<file path="src/rtl/seq_detect_pkg.sv">
// Shared types for the round-robin "010" detector scheduler: state enums, defaults, grant picker.
// No logic state of its own; latency and backpressure belong to the modules that import it.
// rr_pick works on an 8-bit request vector, so callers must zero-extend requests narrower than 8.
package seq_detect_pkg;

    localparam int NREQ_DEF  = 4;
    localparam int WIDTH_DEF = 8;

    typedef enum logic [1:0] {
        S0 = 2'd0,
        S1 = 2'd1,
        S2 = 2'd2,
        S3 = 2'd3
    } det_state_t;

    typedef enum logic [1:0] {
        IDLE  = 2'd0,
        SHIFT = 2'd1,
        FLUSH = 2'd2,
        DONE  = 2'd3
    } ctl_state_t;

    // First set request at or above ptr, wrapping modulo n (n <= 8, ptr < n).
    function automatic logic [2:0] rr_pick(input logic [7:0] req,
                                           input logic [2:0] ptr,
                                           input logic [3:0] n);
        logic [3:0] idx;
        logic       found;
        rr_pick = '0;
        found   = 1'b0;
        for (int k = 0; k < 8; k++) begin
            idx = {1'b0, ptr} + 4'(k);
            if (idx >= n) idx = idx - n;
            if ((4'(k) < n) && !found && req[idx[2:0]]) begin
                rr_pick = idx[2:0];
                found   = 1'b1;
            end
        end
    endfunction

endpackage

</file>
<file path="src/rtl/seq_detect_fsm.sv">
// Bit-serial Moore detector for "010"; match is decoded from the state register only.
// Latency: one edge per bit, match visible the cycle after the completing bit.
// Backpressure: none; en gates advancement, clr forces S0 and wins over en.
module seq_detect_fsm
    import seq_detect_pkg::*;
(
    input  logic clk,
    input  logic rst_n,
    input  logic clr,
    input  logic en,
    input  logic bit_in,
    output logic match
);

    det_state_t state, state_nxt;

    always_ff @(posedge clk or negedge rst_n) begin
        if (!rst_n) state <= S0;
        else        state <= state_nxt;
    end

    // Leaving S3 on a 1 drops all progress, so matches never share a trailing 0 with a 1 after it.
    always_comb begin
        state_nxt = state;
        if (clr) begin
            state_nxt = S0;
        end else if (en) begin
            case (state)
                S0:      state_nxt = bit_in ? S0 : S1;
                S1:      state_nxt = bit_in ? S2 : S1;
                S2:      state_nxt = bit_in ? S0 : S3;
                S3:      state_nxt = bit_in ? S0 : S1;
                default: state_nxt = S0;
            endcase
        end
    end

    assign match = (state == S3);

endmodule

</file>
<file path="src/rtl/seq_detect_arbiter.sv">
// Round-robin scheduler sharing one serial "010" detector; SEQ_DETECT_ARBITER_ABORT_EN enables aborts.
// Latency: grant after the pick edge, done pulse WIDTH+2 cycles into the grant; one IDLE cycle between frames.
// Backpressure: requesters hold req until their done; new requests are only sampled in IDLE.
module seq_detect_arbiter
    import seq_detect_pkg::*;
#(
    parameter  int NREQ  = NREQ_DEF,
    parameter  int WIDTH = WIDTH_DEF,
    localparam int CW    = $clog2(WIDTH + 1),
    localparam int IW    = $clog2(NREQ)
) (
    input  logic                  clk,
    input  logic                  rst_n,
    input  logic [NREQ-1:0]       req,
    input  logic [NREQ*WIDTH-1:0] data_in,
    output logic [NREQ-1:0]       gnt,
    output logic                  done,
    output logic [IW-1:0]         done_id,
    output logic [CW-1:0]         count,
    output logic                  abort
);

    ctl_state_t     state, state_nxt;
    logic [IW-1:0]  ptr;
    logic [IW-1:0]  pick;
    logic [WIDTH-1:0] shreg;
    logic [CW-1:0]  bitcnt;
    logic           match;
    logic           start;
    logic           last_bit;
    logic           abort_now;

    assign pick     = IW'(rr_pick(8'(req), 3'(ptr), 4'(NREQ)));
    assign start    = (state == IDLE) && (|req);
    assign last_bit = (bitcnt == CW'(WIDTH - 1));
    assign done     = (state == DONE);

`ifdef SEQ_DETECT_ARBITER_ABORT_EN
    logic aborted;

    // done_id tracks the granted requester for the whole frame.
    assign abort_now = ((state == SHIFT) || (state == FLUSH)) && !req[done_id];
    assign abort     = done && aborted;

    always_ff @(posedge clk or negedge rst_n) begin
        if (!rst_n)         aborted <= 1'b0;
        else if (start)     aborted <= 1'b0;
        else if (abort_now) aborted <= 1'b1;
    end
`else
    assign abort_now = 1'b0;
    assign abort     = 1'b0;
`endif

    always_ff @(posedge clk or negedge rst_n) begin
        if (!rst_n) state <= IDLE;
        else        state <= state_nxt;
    end

    always_comb begin
        state_nxt = state;
        case (state)
            IDLE:    if (start) state_nxt = SHIFT;
            SHIFT: begin
                if (abort_now)     state_nxt = DONE;
                else if (last_bit) state_nxt = FLUSH;
            end
            FLUSH:   state_nxt = DONE;
            DONE:    state_nxt = IDLE;
            default: state_nxt = IDLE;
        endcase
    end

    // Datapath: count accumulates the match seen before each shift edge, FLUSH adds the last bit's match.
    always_ff @(posedge clk or negedge rst_n) begin
        if (!rst_n) begin
            gnt     <= '0;
            ptr     <= '0;
            done_id <= '0;
            shreg   <= '0;
            bitcnt  <= '0;
            count   <= '0;
        end else begin
            case (state)
                IDLE: begin
                    if (start) begin
                        gnt     <= NREQ'(1) << pick;
                        ptr     <= (pick == IW'(NREQ - 1)) ? '0 : pick + 1'b1;
                        done_id <= pick;
                        shreg   <= data_in[pick*WIDTH +: WIDTH];
                        bitcnt  <= '0;
                        count   <= '0;
                    end
                end
                SHIFT: begin
                    shreg  <= {shreg[WIDTH-2:0], 1'b0};
                    bitcnt <= bitcnt + 1'b1;
                    count  <= count + CW'(match);
                end
                FLUSH: count <= count + CW'(match);
                DONE:  gnt   <= '0;
                default: ;
            endcase
        end
    end

    seq_detect_fsm u_det (
        .clk    (clk),
        .rst_n  (rst_n),
        .clr    (start),
        .en     (state == SHIFT),
        .bit_in (shreg[WIDTH-1]),
        .match  (match)
    );

endmodule

</file>
<file path="config.mk">
export PLATFORM = sky130hd
export DESIGN_NAME = seq_detect_arbiter
export DESIGN_NICKNAME = d
export VERILOG_FILES = /design/src/rtl/seq_detect_pkg.sv /design/src/rtl/seq_detect_fsm.sv /design/src/rtl/seq_detect_arbiter.sv
export SDC_FILE = /design/constraint.sdc
export NUM_CORES = 1
export LEC_CHECK = 0
export ABC_CLOCK_PERIOD_IN_PS = 1550
export CORE_MARGIN = 2
export CORE_UTILIZATION = 39
export CTS_CLUSTER_SIZE = 30
export DETAILED_ROUTE_END_ITERATION = 8
export PLACE_DENSITY = 0.75
export SETUP_SLACK_MARGIN = 0.05
export SLEW_MARGIN = 30
export SYNTH_ARGS = -nofsm -noshare
export SYNTH_HDL_FRONTEND = slang
export SYNTH_SLANG_ARGS = --single-unit
export TNS_END_PERCENT = 50
</file>
<file path="constraint.sdc">
create_clock -name clk -period 1.55 [get_ports clk]
set_input_delay 0.31 -clock clk [delete_from_list [all_inputs] [get_ports clk]]
set_output_delay 0.31 -clock clk [all_outputs]
set_load 0.03 [all_outputs]
</file>
==> results of run 1 <==
==> layer usage <==
layer	wire length, µm	up-vias	share of wire (%)
met5	0	-	0
met1	2390	971	40
met4	179	0	3.0
met2	3100	74	52
li1	-	910	-
met3	281	19	4.7
==> logic make-up (layout without fill, tap and decap cells) <==
logic type | count (synthesis) | in the layout | synth area share (%)
adders and majority gates | 10 | 10 | 6.89
and+or+nand+nor | 52 | 53 | 14.7
buffers and inverters | 26 | 113 | 6.34
AOI/OAI and AO/OA | 71 | 71 | 27.7
xor gates and xnor gates | 1 | 1 | 0.482
muxes | 8 | 8 | 5.17
other | 1 | 1 | 0.206
DFF | 28 | 28 | 38.6
==> through the flow <==
step / worst slack [ns] / power [mW] / cells / TNS, ns / util, %
floorplan: -0.186 / 3.03 / 197 / -0.392 / -
global placement: -0.524 / 3.91 / 315 / -10.46 / 58.0
detailed placement: -0.553 / 3.99 / 315 / -11.13 / 58.0
CTS: -0.0785 / 5.32 / 336 / -0.164 / 67.5
global route: -0.181 / 6.08 / 337 / -1.30 / 70.1
finish: -0.145 / 5.75 / 337 / -0.720 / 70.1
==> layout by cell type (no fill, tap or decap), types with 9 or more instances in the layout <==
master            n
inv_1            10
dfrtp_1          28
o21ai_0           9
buf_6            12
nand2_1          10
dlygate4sd2_1    10
a221oi_2          9
clkdlybuf4s50_1  33
buf_4            30
==> state kept, by name, indices dropped and copies added (netlist names) <==
register     flops
bitcnt           4
shreg            8
ptr              2
gnt              4
done_id          2
u_det.state      2
state            2
count            4
==> critical path: stages, from the launching register on <==
cell and delay [ns]:
dfrtp_1 0.41, and2_4 0.18, o221ai_4 0.23, and2_2 0.29, mux2i_1 0.32, o311ai_4 0.12
==> where the power goes <==
group          switching [mW]  internal, mW
combinational            2.06          2.02
clock                   0.223         0.175
sequential              0.247          1.03
total                    2.53          3.22
==> cell type report <==
class / count / area share (%)
multi-input combinational: 144 / 43.7
timing repair buffer: 96 / 28.5
sequential: 28 / 22.6
tap: 52 / 2.10
inverter: 14 / 1.74
clock buffer: 3 / 1.33
==> what timing repair did <==
action                     4_1_cts  5_1_grt
setup endpoints to repair       39       25
gates cloned                     4        1
pin swaps                       21       17
setup buffers                   14        1
gates resized for setup         94       29
==> path summary, 6_finish.rpt <==
path | endpoint | depth (start not counted) | slack, ns | from
min | done_id[1] | 2 | 0.41 | rst_n
min reg2reg | done_id[1] | 2 | 0.49 | done_id[1]
min in group clk | done_id[1] | 2 | 0.49 | done_id[1]
max in group asynchronous | u_det.state[1] | 2 | 0.86 | rst_n
max reg2reg | shreg[7] | 5 | -0.14 | ptr[1]
max | shreg[7] | 5 | -0.14 | ptr[1]
==> results.cfg, run 1 <==
[global_route]
grt_util_met1_pct = 28.9
grt_start_max_net_pins = 29
grt_pass1_wl_mm = 9.55
use_met2_pct = 40.6
grt_pass1_vias = 1995
grtUsageTotal_pct = 23.1
globalRouteMet3Util_pct = 3.19
antenna_found_initial = 0
overflow = 0
top_usage_layer = met2

[layout]
multi_input_area_um2 = 1350
nFillCells = 303
syn_to_final_growth_pct = 70.4
diodes = 0
stdcell_area_um2 = 3100
drive_above_1_share_pct = 41.4
seqCellArea_um2 = 701
nNetsFinal = 335

[logic_synthesis]
ys.warnings.count = 0
synth_edf_count = 0
netlist_area_um2 = 1820
avgSynthCellArea_um2 = 9.22
synth_most_common_cell = dfrtp_1
ys_seq_area_share_pct = 38.6
ys_ff_latch = 28
synth.top_cell.area_share_pct = 38.6
synthFlopType = dfrtp_1
netlist_top_cells_area = dfrtp_1 39%, ha_1 6.9%, o21ai_0 5.0%
ys_types = 43
synth_cells = 197
synthesis.nets = 245
ys_top_cells_by_count = 28 x dfrtp_1, 18 x o21ai_0, 13 x inv_1, 12 x a21oi_1, 12 x nand2_1
yosysTopAreaCell = dfrtp_1
synthArstFlopShare_pct = 100

[clocking]
cts_sinks = 28
cts-buffers-inserted = 3
cts-root-buf = clkbuf_8
cts_tree = built
clock_latency_ns = 0.27
htree_levels = 1
holdBufCountCts = 0
clock_tree.buffer_depth = 2
clk_pin_slew_worst_paths_ns = 0.09

[timing]
setup_violations = 11
skew_ns = 0.00212
period_needed_ns = 1.69
setup_ws_ns = -0.145
grt_setup_unrepaired = true
fmax_mhz = 590
holdWs_ns = 0.407
hold_viol_final = 0
post-route-period-util_pct = 109
slew_violations = 0

[hold_path]
hold_path.class = input port to asynchronous set/reset pin

[die]
die_area_um2 = 5220
initial_core_util_pct = 41.2
die_w_um = 72.3
ios = 50
row_count = 24
die_y_um = 72.3
coreArea_um2 = 4410

[critical_path]
critPathCaptureType = flip-flop
cp_data_arrival_time_ns = 1.84
start_kind = flip-flop
cp.required_ns = 1.69
criticalPathCategory = flip-flop to flip-flop
crit_fanout = 5

[power]
power_density_nw_per_um2 = 1860
p_leak_nw = 1.40
ir_drop_mv = 1.17

[routing]
first_pass_iters = 4
drc = 0
routed_wl_mm = 5.94
via_per_inst = 5.86
antenna_left = 0
avgRoutedWirePerCell_um = 17.6
vias = 1974
first_iter_violations = 133

[place]
place_area_um2 = 2560
hpwl_mm = 3.45
place.gp.congestion = 0.814
port_buffers = 48

[run_status]
violations = setup timing
status = finished with violations

[flow_run]
maxCapViolCount = 0
Note: power is estimated with default switching activity, not from simulation.
==> run 2, diff against run 1 <==
--- a/config.mk
+++ b/config.mk
@@ -8,6 +8,7 @@
 export ABC_CLOCK_PERIOD_IN_PS = 1550
 export CORE_MARGIN = 2
 export CORE_UTILIZATION = 39
+export CTS_BUF_LIST = sky130_fd_sc_hd__clkbuf_2
 export CTS_CLUSTER_SIZE = 30
 export DETAILED_ROUTE_END_ITERATION = 8
 export PLACE_DENSITY = 0.75
==> run 2 against run 1 <==
The run still ends with setup timing left. Clock power fell by 36%. Critical path depth increased by 1. Utilization fell by 0.31 points. Maximum frequency rose by 0.70%. Design area is 0.44% lower. Sequential share of layout area grew 0.14 points. Final cell count fell by 0.30%. Die area unchanged. Global-route usage is 2.1 points lower. Critical endpoint is now shreg[1].
==> results.cfg, run 2 (synthesis results as in run 1) <==
[timing]
setup_ws_ns = -0.133
hold_viol_final = 0
period_needed_ns = 1.68
slew_violations = 0
skew_ns = 0.0117
setup_violations = 12
fmax_mhz = 594
grt_setup_unrepaired = true
post-route-period-util_pct = 109
setup_tns_ns = -0.733

[clocking]
cts-root-buf = clkbuf_2
clk_pin_slew_worst_paths_ns = 0.25
holdBufCountCts = 0
cts_sinks = 28
htree_levels = 1
cts_tree = built
cts-buffers-inserted = 3
clock_tree.buffer_depth = 2
clock_latency_ns = 0.34

[critical_path]
cp.required_ns = 1.83
timing.rr.end = shreg[1]
cp_data_arrival_time_ns = 1.96
endpoint = shreg[1]
r2r-start = state[1]
criticalPathCategory = flip-flop to flip-flop
regToRegSetupSlack_ns = -0.13
crit_fanout = 4
critPathCaptureType = flip-flop
start_kind = flip-flop
rr_worst_depth = 6
critPathLaunch = state[1]

[layout]
final_common_cell = clkdlybuf4s50_1
syn_to_final_growth_pct = 69.6
top_register = shreg
drive_above_1_share_pct = 43.0
final_cell_mix = 33 x clkdlybuf4s50_1, 32 x buf_4, 27 x dfrtp_1
final_cells = 336
fin_util_pct = 69.8
diodes = 0
nNetsFinal = 334
largest_reg_flops = 8

[routing]
via_per_inst = 5.74
vias = 1930
first_pass_iters = 4
routed_wl_mm = 5.72
first_iter_violations = 95
avgRoutedWirePerCell_um = 17.0
antenna_left = 0
drc = 0

[die]
ios = 50
coreArea_um2 = 4410
die_w_um = 72.3
row_count = 24
die_y_um = 72.3
die_area_um2 = 5220
initial_core_util_pct = 41.2

[run_status]
violations = setup timing
status = finished with violations

[global_route]
antenna_found_initial = 0
grt_pass1_wl_mm = 8.75
grt_start_max_net_pins = 29
grt_pass1_vias = 1937
grtUsageTotal_pct = 21.0
overflow = 0

[place]
port_buffers = 48
place_ws_ns = -0.553
dp_cells = 315
hpwl_mm = 3.45
place.gp.congestion = 0.814

[power]
finalPower_mw = 5.56
p_leak_nw = 1.37
power_density_nw_per_um2 = 1810
ir_drop_mv = 1.15

[flow_run]
maxCapViolCount = 0

[hold_path]
hold_path.class = input port to asynchronous set/reset pin
run 2: power breakdown:
part	internal, mW	total [mW]	switching [mW]
registers	1.03	1.29	0.263
logic	1.99	4.02	2.03
clock network	0.0526	0.253	0.200
run 2: what timing repair did:
| item | 4_1_cts | 5_1_grt |
|---|---|---|
| cloned | 3 | 1 |
| resized for setup | 83 | 48 |
| setup buffers | 11 | 4 |
| setup endpoints to repair | 38 | 32 |
| hold endpoints to repair | 0 | 0 |
| pin swaps | 29 | 11 |
run 2: metrics by stage:
stage          instance area, µm²  hold slack, ns
2_1_floorplan                1860          0.0144
3_3_place_gp                 2560           0.465
3_5_place_dp                 2560           0.475
4_1_cts                      2900           0.278
5_1_grt                      3080           0.316
6_report                     3080           0.294
run 2: cell type report:
class,count,area [µm²]
Inverter,14,56.3
Multi-Input combinational cell,144,1360
Sequential cell,28,702
Fill cell,283,1330
Tap cell,52,65.1
Clock buffer,3,15.0
Timing Repair Buffer,95,887
run 2: worst max-delay path, stage by stage, from the launching register on:
cell      delay [ns]
dfrtp_1         0.43
inv_2           0.08
ha_4            0.18
mux2i_4         0.20
buf_6           0.14
or3_4           0.35
o311ai_4        0.26
run 2: how the worst min path moves through the flow:
stage | start | endpoint | slack, ns
finish | rst_n | bitcnt[0] | 0.29
global route | rst_n | u_det.state[0] | 0.32
CTS | rst_n | done_id[1] | 0.28
detailed placement | done_id[0] | done_id[0] | 0.47
global placement | done_id[1] | done_id[1] | 0.47
floorplan | rst_n | bitcnt[0] | 0.01
run 2: metal layers:
metal	up-vias	part of all wire, %	global-route usage (%)
li1	910	-	-
met1	934	41	27.0
met2	77	52	36.2
met3	9	5.3	2.78
met4	0	1.2	7.13
met5	-	0	0
==> run 3, diff against run 2 <==
--- a/config.mk
+++ b/config.mk
@@ -6,7 +6,7 @@
 export NUM_CORES = 1
 export LEC_CHECK = 0
 export ABC_CLOCK_PERIOD_IN_PS = 1550
-export CORE_MARGIN = 2
+export CORE_MARGIN = 3
 export CORE_UTILIZATION = 39
 export CTS_BUF_LIST = sky130_fd_sc_hd__clkbuf_2
 export CTS_CLUSTER_SIZE = 30
==> constraint.sdc (replaced) <==
create_clock -name clk -period 1.55 [get_ports clk]
set_input_delay 0.2325 -clock clk [delete_from_list [all_inputs] [get_ports clk]]
set_output_delay 0.2325 -clock clk [all_outputs]
set_load 0.03 [all_outputs]
==> run 3 against run 2 <==
The run still ends with setup timing left. Sequential cell count stayed put. Via count is 1.1% higher. Largest power group unchanged. Clock skew shrank 0.0073 ns.
==> results.cfg, run 3 (synthesis results as in run 1) <==
[run_status]
status = finished with violations
violations = setup timing

[power]
seq_power_share_pct = 22.2
clkPwrFrac_pct = 4.9
combPwrFrac_pct = 72.9
switching_share_pct = 44.0
power_density_nw_per_um2 = 1840
switchingPower_mw = 2.55
ir_drop_mv = 0.832
p_leak_nw = 1.41
p_int_mw = 3.25

[layout]
final_common_cell = buf_4
nNetsFinal = 342
drive_above_1_share_pct = 42.3
syn_to_final_growth_pct = 73.4
fin_util_pct = 71.4
top_register = shreg
final_cell_mix = 38 x buf_4, 33 x clkdlybuf4s50_1, 26 x dfrtp_1
largest_reg_flops = 8
diodes = 0
final_cells = 345

[die]
ios = 50
die_y_um = 74.3
die_area_um2 = 5510
row_count = 24
coreArea_um2 = 4410
initial_core_util_pct = 41.2
die_w_um = 74.3

[place]
place.gp.congestion = 0.862
hpwl_mm = 3.69
port_buffers = 48
dp_cells = 323

[clocking]
clock_tree.buffer_depth = 2
cts-buffers-inserted = 3
clk_pin_slew_worst_paths_ns = 0.27
cts-root-buf = clkbuf_2
htree_levels = 1
clock_latency_ns = 0.37
holdBufCountCts = 0
cts_tree = built
cts_sinks = 28

[critical_path]
rr_worst_depth = 6
regToRegSetupSlack_ns = -0.18
cp_top_family = flip-flops
timing.critical_path.buf_inv = 2
crit_fanout = 7
slowest_stage = dfrtp_1
critPathMaxStageDelay_ns = 0.46
cp_data_arrival_time_ns = 2.03
timing.rr.end = shreg[7]
start_kind = flip-flop
critPathCaptureType = flip-flop
r2r-start = state[0]
cp.required_ns = 1.86
crit_chain = inv_2 > ha_4 > mux2i_4 > buf_6 > or3_4 > o311ai_4
criticalPathCategory = flip-flop to flip-flop

[timing]
fmax_mhz = 579
slew_violations = 0
grt_setup_unrepaired = true
skew_ns = 0.00437
hold_viol_final = 0
period_needed_ns = 1.73
setup_ws_ns = -0.176
setup_violations = 16
post-route-period-util_pct = 111

[routing]
drc = 0
first_pass_iters = 4
avgRoutedWirePerCell_um = 16.9
antenna_left = 0
routed_wl_mm = 5.84
via_per_inst = 5.66
first_iter_violations = 149
vias = 1951

[global_route]
grt_pass1_vias = 2049
grtUsageTotal_pct = 20.9
antenna_found_initial = 0
grt_start_max_net_pins = 29
overflow = 0
grt_pass1_wl_mm = 9.07

[flow_run]
maxCapViolCount = 0

[hold_path]
hold_path.class = input port to asynchronous set/reset pin
## run 3: changes by cell type in the layout (fill, tap and decap cells not counted), moves of 2 or more
cell             delta
buf_4               +6
buf_6               +5
dlygate4sd2_1       +5
clkdlybuf4s15_2     -3
nand2b_1            +2
nand2b_4            -2
o21ai_2             -2
## run 3: metal layers
| layer | track usage, % | vias to the layer above | wire length (µm) |
|---|---|---|---|
| met5 | 0 | - | 0 |
| met4 | 7.71 | 0 | 150 |
| met3 | 2.43 | 14 | 200 |
| met2 | 38.0 | 56 | 3060 |
| met1 | 25.4 | 955 | 2430 |
| li1 | - | 926 | - |
## run 3: worst max-delay path by stage
stage,end,from,cells after the start
3_3_place_gp,shreg[5],req[0],6
2_1_floorplan,bitcnt[2],req[1],6
6_report,shreg[7],state[0],6
5_1_grt,shreg[7],state[1],6
4_1_cts,done,state[0],4
3_5_place_dp,shreg[2],req[0],6
## run 3: area by class of cell
class,count,area [µm²]
Clock buffer,3,15.0
Sequential cell,28,703
Tap cell,52,65.1
Clock inverter,1,3.75
Fill cell,295,1260
Inverter,14,55.1
Timing Repair Buffer,103,943
Multi-Input combinational cell,144,1370
## run 3: power groups by stage
stage	clock (mW)	combinational (mW)	sequential (mW)
after floorplan	0	1.69	1.40
after global placement	0	2.82	1.28
after detailed placement	0	2.91	1.28
after CTS	0.281	3.65	1.28
after global routing	0.299	4.53	1.33
final	0.281	4.23	1.29
## run 3: repair_timing
item	4_1_cts	5_1_grt
cloned	2	0
resized for setup	82	39
buffers inserted	9	9
pin swaps	23	7
endpoints found under the setup margin	35	31
## run 3: through the flow
| step | area [µm²] | setup slack [ns] | power (mW) | TNS (ns) | hold slack [ns] |
|---|---|---|---|---|---|
| 5_1_grt | 3150 | -0.216 | 6.15 | -2.46 | 0.211 |
| 4_1_cts | 2970 | -0.129 | 5.21 | -0.658 | 0.205 |
| 3_5_place_dp | 2650 | -0.670 | 4.19 | -12.28 | 0.469 |
| 6_report | 3150 | -0.176 | 5.80 | -1.08 | 0.193 |
| 2_1_floorplan | 1890 | -0.108 | 3.08 | -0.108 | -0.0631 |
| 3_3_place_gp | 2650 | -0.558 | 4.10 | -10.70 | 0.459 |
